File: src/rtl/bit_lsr_seq_if.sv
// Request/result bundle for the sequential logical shift-right unit.
// The control side drives start/Rin/n; the shifter returns Rx/carry/busy/done.
interface bit_lsr_seq_if #(
  parameter int unsigned WIDTH = 32,
  parameter int unsigned SHW   = 5
);
  logic             start;
  logic [WIDTH-1:0] Rin;
  logic [SHW-1:0]   n;
  logic [WIDTH-1:0] Rx;
  logic             carry;
  logic             busy;
  logic             done;

  modport master (
    output start, Rin, n,
    input  Rx, carry, busy, done
  );

  modport slave (
    input  start, Rin, n,
    output Rx, carry, busy, done
  );
endinterface

File: src/rtl/bit_lsr_seq.sv
// Multi-cycle logical shift-right: one bit position per clock, zero fill,
// reports the last bit shifted out and a single-cycle done strobe.
module bit_lsr_seq #(
  parameter int unsigned WIDTH = 32,
  parameter int unsigned SHW   = 5
) (
  input  logic          clk,
  input  logic          reset,
  bit_lsr_seq_if.slave  bus
);

  typedef enum logic [1:0] {
    IDLE  = 2'd0,
    SHIFT = 2'd1,
    DONE  = 2'd2
  } state_t;

  state_t           state;
  state_t           state_next;
  logic [WIDTH-1:0] rx_q;
  logic             carry_q;
  logic [SHW-1:0]   count;

  always_ff @(posedge clk) begin
    if (reset) state <= IDLE;
    else       state <= state_next;
  end

  always_comb begin
    state_next = state;
    unique case (state)
      IDLE: begin
        if (bus.start)
          state_next = (bus.n == '0) ? DONE : SHIFT;
      end
      SHIFT: begin
        if (count == SHW'(1))
          state_next = DONE;
      end
      DONE:    state_next = IDLE;
      default: state_next = IDLE;
    endcase
  end

  // Operand/result register and remaining-shift counter; start is only
  // honoured in IDLE, so operand changes while busy never reach rx_q.
  always_ff @(posedge clk) begin
    if (reset) begin
      rx_q    <= '0;
      carry_q <= 1'b0;
      count   <= '0;
    end else begin
      unique case (state)
        IDLE: begin
          if (bus.start) begin
            rx_q    <= bus.Rin;
            count   <= bus.n;
            carry_q <= 1'b0;
          end
        end
        SHIFT: begin
          rx_q    <= {1'b0, rx_q[WIDTH-1:1]};
          carry_q <= rx_q[0];
          count   <= count - SHW'(1);
        end
        default: ;
      endcase
    end
  end

  always_comb begin
    bus.Rx    = rx_q;
    bus.carry = carry_q;
    bus.busy  = (state != IDLE);
    bus.done  = (state == DONE);
  end

endmodule

File: src/flat_wrapper.sv
// flat-port wrapper written by rule: the top's interface ports become plain ports
module bit_lsr_seq_flat 
#(
  parameter int unsigned WIDTH = 32,
  parameter int unsigned SHW   = 5
)
  (clk, reset, bus_start, bus_Rin, bus_n, bus_Rx, bus_carry, bus_busy, bus_done);
  bit_lsr_seq_if #(.WIDTH(WIDTH), .SHW(SHW)) bus_i ();
  input  logic clk;
  input  logic reset;
  input wire logic [$bits(bus_i.start)-1:0] bus_start;
  input wire logic [$bits(bus_i.Rin)-1:0] bus_Rin;
  input wire logic [$bits(bus_i.n)-1:0] bus_n;
  output wire logic [$bits(bus_i.Rx)-1:0] bus_Rx;
  output wire logic [$bits(bus_i.carry)-1:0] bus_carry;
  output wire logic [$bits(bus_i.busy)-1:0] bus_busy;
  output wire logic [$bits(bus_i.done)-1:0] bus_done;
  assign bus_i.start = bus_start;
  assign bus_i.Rin = bus_Rin;
  assign bus_i.n = bus_n;
  assign bus_Rx = bus_i.Rx;
  assign bus_carry = bus_i.carry;
  assign bus_busy = bus_i.busy;
  assign bus_done = bus_i.done;
  bit_lsr_seq #(.WIDTH(WIDTH), .SHW(SHW)) u_core (.clk(clk), .reset(reset), .bus(bus_i));
endmodule
File: config.mk
export PLATFORM = sky130hd
export DESIGN_NAME = bit_lsr_seq_flat
export DESIGN_NICKNAME = d
export VERILOG_FILES = /design/src/rtl/bit_lsr_seq_if.sv /design/src/rtl/bit_lsr_seq.sv /design/src/flat_wrapper.sv
export SDC_FILE = /design/constraint.sdc
export NUM_CORES = 1
export LEC_CHECK = 0
export ABC_CLOCK_PERIOD_IN_PS = 3600
export CORE_ASPECT_RATIO = 1.5
export CORE_UTILIZATION = 47
export CTS_CLUSTER_SIZE = 24
export DETAILED_ROUTE_END_ITERATION = 7
export GPL_TIMING_DRIVEN = 1
export HOLD_SLACK_MARGIN = 0.06
export PLACE_DENSITY = 0.85
export SLEW_MARGIN = 5
export SYNTH_ARGS = -nofsm -noshare
export SYNTH_HDL_FRONTEND = slang
export SYNTH_SLANG_ARGS = --single-unit
File: constraint.sdc
create_clock -name clk -period 3.6 [get_ports clk]
set_input_delay 0.36 -clock clk [delete_from_list [all_inputs] [get_ports clk]]
set_output_delay 0.36 -clock clk [all_outputs]
set_load 0.1 [all_outputs]
==> flow_summary.toml <==
[floorplan]
coreArea_um2 = 3920
die_x_um = 54.1
row_count = 28
die_h_um = 80.2
initial_core_util = 0.488
ios = 75
die-area_um2 = 4340

[cells_and_area]
antennaDiodeCount = 0
final_area_um2 = 2730
final_core_util = 0.695
synthToLayoutAreaGrowth_pct = 42.4
nNetsFinal = 337
final_cell_mix = "74 x clkdlybuf4s50_1, 64 x nand2_1, 40 x dfxtp_1, 35 x nor2_1, 25 x a311oi_1"
drive_gt1_frac = 0.0709
final_common_cell = "clkdlybuf4s50_1"

[sta]
rsz0062_at_grt = "false"
clock_skew_ns = 0.00374
timing.final.crit_share = 0.693
max_freq_mhz = 401
drv_slew = 0
hold_viol = 0
setup_tns_ns = 0
slew_headroom = 0.332
period_needed_ns = 2.49
setup_viol = 0
worstMarginPinSlew_ns = 0.998

[grt]
grt_pass1_vias = 1726
grt_overflow = 0
antenna_found_initial = 0
track_usage = 0.240
grt_max_degree = 68
grt_pass1_wl_um = 7610

[cts]
ctsResizeCount = 0
clk_path_buf_depth = 2
insertion_delay_ns = 0.29
holdBufCountCts = 0
cts.sinks = 40
cts_buffers = 5
clk_pin_slew_worst_paths_ns = 0.08
root_buffer = "clkbuf_8"
cts_tree = "done"
cts_setup_buffers = 0
htreeDepth = 2

[logic_synthesis]
synth-seq-cells = 40
synth_top_cell_area_share = 0.418
yosys-top-cells-area = "dfxtp_1 42%, nand2_1 13%, a311oi_1 11%"
syn_inst = 232
synthDistinctLibCells = 34
ys_dominant_reg_cell = "dfxtp_1"
postSynth.asyncResetShare = 0
synthesis.area_um2 = 1910
synth_edf_count = 0
synth.avg_cell_area_um2 = 8.25
synth_warnings = 0
yosysSeqAreaShare = 0.418
synth_area_leader_cell = "dfxtp_1"
synthesis.nets = 274

[drt]
drc_errors = 0
drtIter0Drc = 80
vias_per_cell = 5.50
drtAntennaViolNets = 0
first_pass_iters = 5
num_vias = 1877
wl_per_cell_um = 14.1
finalWirelength_um = 4800

[critical_path]
critical_path_class = "register to output port"
cp_slowest_stage_delay_ns = 1.12
cp_max_fo = 13
endpoint_kind = "output port"
worstPathCellList = "or2_2 -> clkdlybuf4s50_1"
critPathLaunchType = "register"
arrival_ns = 2.13
critPathSlowestCell = "clkdlybuf4s50_1"
critPathRequiredTime_ns = 3.24

[place]
portBuffers = 74
gp_congestion = 0.828
dpl_cell_area_um2 = 2600
hpwl_um = 3360

[status]
status = "finished clean"

[flow_run]
cap_violations = 0

[hold_path]
worst_hold_path_type = "register to register"
layout make-up:
| type | instances | area (µm²) |
|---|---|---|
| Timing Repair Buffer | 77 | 763 |
| Multi-Input combinational cell | 168 | 968 |
| Clock inverter | 1 | 30.0 |
| Tap cell | 45 | 56.3 |
| Clock buffer | 7 | 96.3 |
| Inverter | 3 | 11.3 |
| Sequential cell | 40 | 801 |
| Fill cell | 322 | 1200 |
routing by layer:
| layer | vias to the layer above | part of all wire | track usage | wire (µm) |
|---|---|---|---|---|
| met5 | - | 0 | 0 | 0 |
| met4 | 0 | 0.028 | 0.115 | 133 |
| met3 | 10 | 0.045 | 0.0511 | 215 |
| met2 | 58 | 0.53 | 0.396 | 2530 |
| met1 | 871 | 0.40 | 0.283 | 1920 |
| li1 | 938 | - | - | - |
cell families after synthesis:
logic type	synth area share
adders and majority gates	0.0131
DFF	0.418
AOI/OAI and AO/OA	0.229
buffers and inverters	0.0771
and+or+nand+nor	0.262
cell usage after synthesis, types with 3 or more instances:
| library cell | n |
|---|---|
| a22oi_1 | 3 |
| nand2_1 | 64 |
| nand2b_1 | 3 |
| clkbuf_1 | 4 |
| inv_1 | 3 |
| dfxtp_1 | 40 |
| a311oi_2 | 6 |
| buf_6 | 3 |
| a21oi_1 | 3 |
| nor2_1 | 35 |
| buf_4 | 7 |
| a311oi_1 | 25 |
| buf_2 | 7 |
| nor3_1 | 3 |
| nor2b_1 | 3 |
path summary, 6_finish.rpt:
kind,cells after the start,from,endpoint,slack (ns)
max,2,u_core.state[0],bus_busy,1.11
min,2,u_core.count[1],u_core.count[1],0.49
max reg2reg,4,u_core.state[1],u_core.bus.Rx[28],1.68
min reg2reg,2,u_core.count[1],u_core.count[1],0.49
stage by stage:
stage | std cells | hold WS [ns] | setup slack, ns
final | 341 | 0.491 | 1.11
after global routing | 341 | 0.496 | 1.02
after CTS | 341 | 0.487 | 1.10
after detailed placement | 333 | 0.473 | 1.43
after global placement | 333 | 0.459 | 1.44
after floorplan | 232 | 0.445 | 1.42
flip-flops by register name, indices dropped and copies added, names as in the netlist:
name,cells
u_core.bus.Rx,32
u_core.count,5
u_core.state,2
u_core.bus.carry,1
critical path, delay by kind of cell, from the launching register on:
| family | cells | cell delay (ns) |
|---|---|---|
| flip-flops | 1 | 0.54 |
| buffers and inverters | 1 | 1.12 |
| AND/OR/NAND/NOR | 1 | 0.18 |
Power is not shown: default switching activity piles up to over one toggle a cycle in this logic, so the estimate is an artifact.
